$ cat src/rtl/mul_sched_pkg.sv
// mul_sched_pkg: shared id-width helper and the valid+id tag carried alongside the multiplier
package mul_sched_pkg;
  localparam int MAX_IDW = 4;
  function automatic int idw(input int n);
    return n > 1 ? $clog2(n) : 1;
  endfunction
  typedef struct packed {
    logic valid;
    logic [MAX_IDW-1:0] id;
  } tag_t;
endpackage

$ cat src/rtl/mul_pipe_scheduler_if.sv
// mul_pipe_scheduler_if: requester bus (req_valid/ready/a/b in, res_valid/id/data and busy out); master = requesters, slave = scheduler
interface mul_pipe_scheduler_if
  import mul_sched_pkg::*;
#(
  parameter int WIDTH = 32,
  parameter int NREQ = 4,
  parameter int IDW = idw(NREQ)
);
  logic [NREQ-1:0] req_valid;
  logic [NREQ-1:0] req_ready;
  logic [NREQ*WIDTH-1:0] req_a;
  logic [NREQ*WIDTH-1:0] req_b;
  logic res_valid;
  logic [IDW-1:0] res_id;
  logic [WIDTH-1:0] res_data;
  logic busy;
  modport master(output req_valid, req_a, req_b, input req_ready, res_valid, res_id, res_data, busy);
  modport slave(input req_valid, req_a, req_b, output req_ready, res_valid, res_id, res_data, busy);
endinterface

$ cat src/rtl/rr_arbiter.sv
// rr_arbiter: round-robin pick from req starting at ptr (wrapping); ports req/ptr in, one-hot-or-zero grant and its idx out
module rr_arbiter
  import mul_sched_pkg::*;
#(
  parameter int N = 4,
  localparam int IW = idw(N)
) (
  input  logic [N-1:0]  req,
  input  logic [IW-1:0] ptr,
  output logic [N-1:0]  grant,
  output logic [IW-1:0] idx
);
  always_comb begin
    idx = '0;
    for (int i = N - 1; i >= 0; i--) if (req[i]) idx = IW'(i);
    for (int i = N - 1; i >= 0; i--) if (req[i] && IW'(i) >= ptr) idx = IW'(i);
    grant = |req ? N'(1) << idx : '0;
  end
endmodule

$ cat src/rtl/mul_pipe_scheduler.sv
// mul_pipe_scheduler: shares one fixed-latency multiplier among NREQ requesters; ports clk/reset, bus (slave), mul_a/mul_b out, mul_y in
module mul_pipe_scheduler
  import mul_sched_pkg::*;
#(
  parameter int WIDTH = 32,
  parameter int NREQ = 4,
  parameter int LATENCY = 32,
  parameter int MAX_OUT = 8
) (
  input  logic             clk,
  input  logic             reset,
  mul_pipe_scheduler_if.slave bus,
  output logic [WIDTH-1:0] mul_a,
  output logic [WIDTH-1:0] mul_b,
  input  logic [WIDTH-1:0] mul_y
);
  localparam int IDW = idw(NREQ);
  localparam int CW = $clog2(MAX_OUT + 1);
  logic [CW-1:0] cnt [NREQ];
  logic [IDW-1:0] ptr, sel;
  logic [NREQ-1:0] eligible, grant, ret;
  logic [WIDTH-1:0] a_sel, b_sel;
  tag_t tags [LATENCY+1];
  always_comb begin
    a_sel = '0;
    b_sel = '0;
    for (int i = 0; i < NREQ; i++) begin
      eligible[i] = bus.req_valid[i] && cnt[i] < CW'(MAX_OUT);
      ret[i] = bus.res_valid && tags[LATENCY].id == MAX_IDW'(i);
      if (grant[i]) begin
        a_sel = bus.req_a[i*WIDTH +: WIDTH];
        b_sel = bus.req_b[i*WIDTH +: WIDTH];
      end
    end
  end
  rr_arbiter #(.N(NREQ)) u_arb (.req(eligible), .ptr, .grant, .idx(sel));
  assign bus.req_ready = reset ? '0 : grant;
  assign bus.res_valid = tags[LATENCY].valid;
  assign bus.res_id = tags[LATENCY].id[IDW-1:0];
  assign bus.res_data = mul_y;
  always_comb begin
    bus.busy = 1'b0;
    for (int i = 0; i <= LATENCY; i++) bus.busy = bus.busy | tags[i].valid;
  end
  always_ff @(posedge clk) begin
    if (reset) begin
      mul_a <= '0;
      mul_b <= '0;
      ptr <= '0;
      for (int i = 0; i <= LATENCY; i++) tags[i] <= '0;
      for (int i = 0; i < NREQ; i++) cnt[i] <= '0;
    end else begin
      mul_a <= a_sel;
      mul_b <= b_sel;
      tags[0] <= '{valid: |grant, id: MAX_IDW'(sel)};
      for (int i = 1; i <= LATENCY; i++) tags[i] <= tags[i-1];
      if (|grant) ptr <= sel == IDW'(NREQ - 1) ? '0 : sel + 1'b1;
      for (int i = 0; i < NREQ; i++) cnt[i] <= cnt[i] + CW'(grant[i]) - CW'(ret[i]);
    end
  end
endmodule

$ cat src/flat_wrapper.sv
// flat-port wrapper written by rule: the top's interface ports become plain ports
module mul_pipe_scheduler_flat import mul_sched_pkg::*;
#(
  parameter int WIDTH = 32,
  parameter int NREQ = 4,
  parameter int LATENCY = 32,
  parameter int MAX_OUT = 8
)
  (clk, reset, mul_a, mul_b, mul_y, bus_req_valid, bus_req_a, bus_req_b, bus_req_ready, bus_res_valid, bus_res_id, bus_res_data, bus_busy);
  mul_pipe_scheduler_if #(.WIDTH(WIDTH), .NREQ(NREQ)) bus_i ();
  input  logic clk;
  input  logic reset;
  output logic [WIDTH-1:0] mul_a;
  output logic [WIDTH-1:0] mul_b;
  input  logic [WIDTH-1:0] mul_y;
  input wire logic [$bits(bus_i.req_valid)-1:0] bus_req_valid;
  input wire logic [$bits(bus_i.req_a)-1:0] bus_req_a;
  input wire logic [$bits(bus_i.req_b)-1:0] bus_req_b;
  output wire logic [$bits(bus_i.req_ready)-1:0] bus_req_ready;
  output wire logic [$bits(bus_i.res_valid)-1:0] bus_res_valid;
  output wire logic [$bits(bus_i.res_id)-1:0] bus_res_id;
  output wire logic [$bits(bus_i.res_data)-1:0] bus_res_data;
  output wire logic [$bits(bus_i.busy)-1:0] bus_busy;
  assign bus_i.req_valid = bus_req_valid;
  assign bus_i.req_a = bus_req_a;
  assign bus_i.req_b = bus_req_b;
  assign bus_req_ready = bus_i.req_ready;
  assign bus_res_valid = bus_i.res_valid;
  assign bus_res_id = bus_i.res_id;
  assign bus_res_data = bus_i.res_data;
  assign bus_busy = bus_i.busy;
  mul_pipe_scheduler #(.WIDTH(WIDTH), .NREQ(NREQ), .LATENCY(LATENCY), .MAX_OUT(MAX_OUT)) u_core (.clk(clk), .reset(reset), .bus(bus_i), .mul_a(mul_a), .mul_b(mul_b), .mul_y(mul_y));
endmodule
$ cat config.mk
export PLATFORM = sky130hd
export DESIGN_NAME = mul_pipe_scheduler_flat
export DESIGN_NICKNAME = d
export VERILOG_FILES = /design/src/rtl/mul_sched_pkg.sv /design/src/rtl/mul_pipe_scheduler_if.sv /design/src/rtl/rr_arbiter.sv /design/src/rtl/mul_pipe_scheduler.sv /design/src/flat_wrapper.sv
export SDC_FILE = /design/constraint.sdc
export NUM_CORES = 1
export LEC_CHECK = 0
export BUFFER_PORTS_ARGS = -buffer_cell sky130_fd_sc_hd__buf_2
export CAP_MARGIN = 10
export CORE_MARGIN = 3
export CORE_UTILIZATION = 30
export DETAILED_ROUTE_END_ITERATION = 7
export GPL_ROUTABILITY_DRIVEN = 1
export PLACE_DENSITY = 0.65
export SYNTH_ARGS = -nofsm -noshare
export SYNTH_HDL_FRONTEND = slang
export SYNTH_SLANG_ARGS = --single-unit
export TNS_END_PERCENT = 20
$ cat constraint.sdc
create_clock -name clk -period 6.82 [get_ports clk]
set_input_delay 0.341 -clock clk [delete_from_list [all_inputs] [get_ports clk]]
set_output_delay 0.341 -clock clk [all_outputs]
set_load 0.01 [all_outputs]
==> run metrics, run 1 <==
Total Routing Usage GR=18.9%; commonest non-fill, non-tap cells in the layout=buf_2, dfxtp_1, nor2_1; hold buffers post-CTS=0; Clock Power Share=26.6%; post-synthesis async set-or-reset flop share=0%; PD cells=387 nW/µm²; clk slew on worst S/H paths=0.09 ns; final setup violation count=0; cells after synthesis=904; clock root buffer=clkbuf_16; Worst Clk Skew=0.0131 ns; setup repair bufs after CTS=0; number of fill cells=2,631; CTS buffer count=17; Detailed Route Iter0 Violations=500; commonest non-fill, non-tap cell in the layout=buf_2; Arr. time, crit path=3.36 ns; FF-to-FF path depth=10; area grow syn2layout=27.9%; post-synthesis register bit count=181; min cycle time layout=3.70 ns; Slowest cell on crit path=buf_4; Crit Path Class=reg2out; Die X=167 µm; fin nets=1,479; Worst-Skew Late Latency=0.43 ns; CP max stage delay=0.51 ns; maximum vdd drop=0.249 mV; Slew HR=19.6%; first-pass GRT wire length=40,800 µm; sequential fraction of the synthesis area=46.3%; FP Rows=58; detailed-route via count=7,191; achievable frequency=0.270 GHz; sequential cell fraction of total power=35.0%; Routed Wire Length=27,300 µm; Power Internal=2.33 mW; total negative setup slack=0 ns; RR Endpoint=u_core.mul_b[4]; Data required, critical path=6.48 ns; number of max-cap violations=0; total power=3.87 mW; Mean Syn Cell Area=8.65 µm²; share of layout cells above drive strength 1=33.4%; WL/cell=18.1 µm; P_sw=1.54 mW; FF/Latch Area=3620 µm²; Sw Ratio=39.7%; DIE AREA=28,000 µm²; post-synth cell types=43; Starting Density=30.8%; synth top area cells=dfxtp_1, nor2b_1, a2111oi_0; Post-Place Setup Slack=3.40 ns; Min-Delay Endpoint=u_core.mul_b[11]; post-DP HPWL=20,600 µm; RSZ-0062 raised after global routing=false; Combinational Power Share=38.4%; via count of the first global-routing pass=7,083; hold_sp=bus_req_b[107]; setup slack, reg-to-reg=3.34 ns; Reg2Reg Launch Point=u_core.cnt[0][3]; area of the multi-input gates=3500 µm²; post-route setup slack=3.12 ns; CP Capture Type=primary output; WHS=0.190 ns; status=complete, no violations; Hold Path Cell Cnt=3; post-route ant nets=0; number of iterations in the first detailed-routing pass=4; CP max FO=66; via/cell ratio=4.77; port bufs=333; Synth top area share=46.3%; core area=25,400 µm²; CTS tree=done; number of top-level pins=398; Post-synth EDFFs=0; Chip Height=167 µm; Synth warnings=0; fin crit share=54.2%; CP Launch Type=flop; Post-synth top flop=dfxtp_1; Cell Area, Synth=7820 µm²; CTS sink count=181; drc violations=0; CTS resizes=0; Max Slew Vio Count=0; Hold Crit Class=in2reg; Lkg Pwr=4.58 nW; dominant cell type by area after synthesis=dfxtp_1; gpl congestion=0.947; initial antenna violation count=3; crit-path cells=nand2b_4 > o221ai_1 > a22o_1 > inv_1 > ha_2 > buf_4 > inv_1 > a41o_2 > buf_4 > nor2_1 > buf_2; Worst Tran Pin Value=1.21 ns; largest net degree at the start of global routing=97; Final Hold Fails=0; H-tree Lvls=4; syn_nets=1,222; Overflow after GRT=0; CTS max path bufs=2
how the worst max path moves through the flow:
stage,start,end,slack [ns],depth (start not counted)
4_1_cts,u_core.cnt[0][3],bus_req_ready[3],3.08,11
2_1_floorplan,u_core.cnt[0][3],u_core.cnt[0][14],4.04,16
6_report,u_core.cnt[0][3],bus_req_ready[3],3.12,11
3_3_place_gp,bus_req_valid[1],u_core.mul_a[10],3.49,11
3_5_place_dp,bus_req_valid[0],u_core.mul_b[4],3.40,11
5_1_grt,u_core.cnt[0][3],bus_req_ready[3],2.87,11
sequential cells by signal, indices dropped and copies added, names as in the netlist:
signal and flops:
u_core.ptr 2, u_core.tags 99, u_core.cnt 16, u_core.mul_a 32, u_core.mul_b 32
area by class of cell:
cell class,instances,share of cell area (%)
Clock buffer,17,4.25
Timing Repair Buffer,340,17.2
Antenna cell,3,0.0751
Clock inverter,15,2.06
Inverter,28,1.05
Tap cell,330,4.13
Sequential cell,181,36.2
Multi-Input combinational cell,593,35.0
through the flow:
step	utilization, %	std cells	instance area (µm²)
after floorplan	-	904	7820
after global placement	36.9	1472	9360
after detailed placement	36.9	1472	9360
after CTS	39.3	1504	9990
after global routing	39.4	1507	10000
final	39.4	1507	10000
synthesized netlist by cell type, types with 6 or more instances:
master     count
dfxtp_1      181
nor2_1       139
nor2b_1      103
nand2_1       67
nor3_1        65
a2111oi_0     64
o21ai_0       56
buf_4         39
clkbuf_1      37
inv_1         28
ha_1          20
buf_2         18
nor4_1         9
nor2_2         8
o21ai_1        8
xor2_1         8
and2_1         6
worst max-delay path: cells and delay by family, from the launching register on:
kind            cells  cell delay, ns
compound gates      3            0.68
fa+ha+maj           1            0.19
buf+inv             5            1.30
flops               1            0.38
simple gates        2            0.35
cell families (layout without fill, tap and decap cells):
logic type,after synthesis,in the layout,share of synthesized area (%)
compound gates,146,146,13.2
xor+xnor,12,12,1.34
fa+ha+maj,24,24,4.22
buf+inv,130,400,9.20
flops,181,181,46.3
mux,1,1,0.128
other cells,0,3,0
simple gates,410,410,25.6
per-layer routing:
| metal | up-vias | wire [µm] | GRT usage [%] |
|---|---|---|---|
| met5 | - | 140 | 3.83 |
| met4 | 2 | 829 | 7.19 |
| met3 | 44 | 3230 | 9.47 |
| met2 | 311 | 11800 | 28.2 |
| met1 | 3306 | 11300 | 23.0 |
| li1 | 3528 | - | - |
power by group through the flow:
stage	clock network, mW	logic, mW	registers [mW]
6_report	1.03	1.48	1.35
5_1_grt	1.11	1.64	1.38
4_1_cts	1.07	1.48	1.36
3_5_place_dp	0	1.48	1.38
3_3_place_gp	0	1.46	1.39
2_1_floorplan	0	0.918	1.46
Note: power is estimated with default switching activity, not from simulation.
==> inputs of run 2 (changes only) <==
ABC_AREA = 1   (was not set)
clock period = 3.4 ns   (was 6.82 ns; I/O delays follow)
==> run metrics, run 2 <==
Slew HR=46.6% (+27 points); via count of the first global-routing pass=8,505 (+20%); Worst Tran Pin Value=0.801 ns (-0.405 ns); CTS sink count=181 (unchanged); Hold Crit Class=in2reg; detailed-route via count=9,060 (+26%); post-synthesis register bit count=181 (unchanged); Post-Place Setup Slack=0.736 ns (-2.67 ns); most frequent CP cell=nand2_1; initial antenna violation count=4 (+1); CTS buffer count=17 (unchanged); achievable frequency=0.350 GHz; commonest non-fill, non-tap cells in the layout=buf_2, inv_1, nand2_1; Post-synth EDFFs=0 (unchanged); Data required, critical path=3.23 ns (-3.25 ns); post-route design area=11,300 µm² (+13%); Overflow after GRT=0 (unchanged); share of layout cells above drive strength 1=23.8% (-9.6 points); drc violations=0 (unchanged); Arr. time, crit path=2.69 ns (-0.67 ns); Most flops, register=u_core.tags; Min-Delay Endpoint=u_core.mul_a[8]; number of fill cells=3,191 (+21%); setup slack, reg-to-reg=0.70 ns (-2.64 ns); min cycle time layout=2.86 ns; post-synthesis async set-or-reset flop share=0% (unchanged); Slowest cell on crit path=a21boi_0; final setup violation count=0 (unchanged); CP max FO=65 (-1.5%); CTS max path bufs=2 (unchanged); port bufs=333 (unchanged); CP delay by family, top=buffers and inverters; first-pass GRT wire length=43,400 µm (+6.3%); area grow syn2layout=22.1%; PD cells=756 nW/µm² (+96%); commonest non-fill, non-tap cell in the layout=buf_2; dominant cell type by area after synthesis=dfxtp_1; Detailed Route Iter0 Violations=466 (-6.8%); WL/cell=13.7 µm (-24%); area of the multi-input gates=3780 µm² (+8.1%); via/cell ratio=4.49 (-5.9%); hold_sp=bus_req_a[104]; fin crit share=84.1%; Placement Cell Area=10,700 µm² (+15%); number of max-cap violations=0 (unchanged); FF-to-FF path depth=13 (+3); CP max stage delay=0.58 ns (+0.07 ns); Crit Path Class=reg2out; number of top-level pins=398 (unchanged); WHS=0.0225 ns (-0.168 ns); Mean Syn Cell Area=6.74 µm² (-22%); count leader, synth=inv_1; CP Capture Type=primary output; post-DP HPWL=20,300 µm (-1.7%); gpl congestion=0.865 (-8.7%); Worst Path Buf+Inv=3 (-2); synth top area cells=dfxtp_1, inv_1, nand3_1; fin nets=1,931 (+31%); FF/Latch Area=3620 µm² (unchanged); Synth top area share=39.1% (-7.2 points); RR Endpoint=u_core.cnt[0][1]; Post-synth top flop=dfxtp_1; Chip Height=182 µm (+8.5%); Cell Area, Synth=9270 µm² (+18%); crit-path cells=nor2_1 > nand2_1 > nand2_1 > nand2_1 > a21boi_0 > inv_1 > ha_2 > nand2_2 > buf_12 > nor2_1 > buf_2; post-placement cell count=1,984 (+35%); sequential fraction of the synthesis area=39.1% (-7.2 points); Lkg Pwr=5.95 nW (+30%); H-tree Lvls=4 (unchanged); maximum vdd drop=0.444 mV (+78%); status=complete, no violations; Layout Cells excl Fill=2,017 (+34%); RSZ-0062 raised after global routing=false; cells after synthesis=1,375 (+52%); Die X=182 µm (+8.5%); number of iterations in the first detailed-routing pass=5 (+1); Synth top cells by count=inv_1, nand2_1, nand3_1; Synth warnings=0 (unchanged); FP Rows=63 (+8.6%); largest net degree at the start of global routing=130 (+34%); Starting Density=30.9% (+0.061 points); clock root buffer=clkbuf_16; final core utilization=37.7% (-1.7 points); total power=8.55 mW (+120%); clk slew on worst S/H paths=0.08 ns (about the same); Worst Clk Skew=0.0103 ns (-0.00279 ns); Hold Path Cell Cnt=3 (unchanged); Reg2Reg Launch Point=u_core.cnt[0][7]; DIE AREA=33,000 µm² (+18%); CTS tree=done; CTS resizes=0 (unchanged); CP Launch Type=flop; Max Slew Vio Count=0 (unchanged); post-synth cell types=27 (-37%); hold buffers post-CTS=0 (unchanged); post-route ant nets=0 (unchanged); Top Registers=u_core.tags: 99 flops, u_core.mul_a: 32 flops, u_core.mul_b: 32 flops; setup repair bufs after CTS=0 (unchanged); Routed Wire Length=27,700 µm (+1.3%); core area=30,000 µm² (+18%); post-route setup slack=0.542 ns (-2.58 ns); Final Hold Fails=0 (unchanged); total negative setup slack=0 ns (unchanged); syn_nets=1,693 (+39%); max FFs per register=99 (unchanged); Worst-Skew Late Latency=0.43 ns (about the same); Total Routing Usage GR=16.1% (-2.8 points)
[run 2: cell count changes after synthesis, sizes merged, moves of 38 or more]
cell     previous run  this run
nor2              147       185
a21oi               4        74
a2111oi            64         0
inv                28       275
nor3               65         5
nand3               0       202
nor2b             103         0
nand2              68       218
[run 2: cells by family (layout without fill, tap and decap cells)]
family / Yosys count / after routing / synth area share [%]
XOR/XNOR: 8 / 8 / 0.756
AO/OA/AOI/OAI: 146 / 146 / 8.01
adder cells (fa/ha/maj): 24 / 24 / 3.56
buffers and inverters: 399 / 650 / 20.3
other: 0 / 1 / 0
flip-flops: 181 / 181 / 39.1
AND/OR/NAND/NOR: 617 / 617 / 28.3
[run 2: per-layer routing]
metal	track usage (%)	part of all wire, %	wire [µm]
met1	19.9	43	12000
met2	27.3	48	13300
met3	4.47	7.2	1990
met4	4.75	1.7	483
met5	0	0.047	13
[run 2: worst max-delay path by stage]
stage | startpoint | to | slack, ns | cells past startpoint
floorplan | u_core.cnt[0][7] | u_core.cnt[0][6] | 0.78 | 15
global placement | u_core.cnt[0][7] | u_core.cnt[0][1] | 0.76 | 13
detailed placement | u_core.cnt[0][7] | u_core.cnt[0][14] | 0.74 | 13
CTS | u_core.cnt[0][7] | bus_req_ready[2] | 0.49 | 11
global route | u_core.cnt[0][7] | bus_req_ready[2] | 0.29 | 11
finish | u_core.cnt[0][7] | bus_req_ready[2] | 0.54 | 11
[run 2: tightest hold or removal path, cell delays in order]
cell	delay, ns
buf_2	0.08
o21ai_1	0.06
a21oi_1	0.10
[run 2: final cells by class]
type,instances,area share (%)
flip-flops and latches,181,32.0
well taps,390,4.31
repair buffers,343,16.0
inverters,275,9.13
clock inverters,12,1.14
clock buffers,20,3.95
multi-input cells,795,33.4
diodes,1,0.0221
[run 2: power by group]
part	total [mW]	internal (mW)	switching, mW	leakage [nW]
clock network	1.94	1.00	0.943	0.279
logic	3.82	1.38	2.45	4.20
registers	2.79	2.59	0.191	1.47
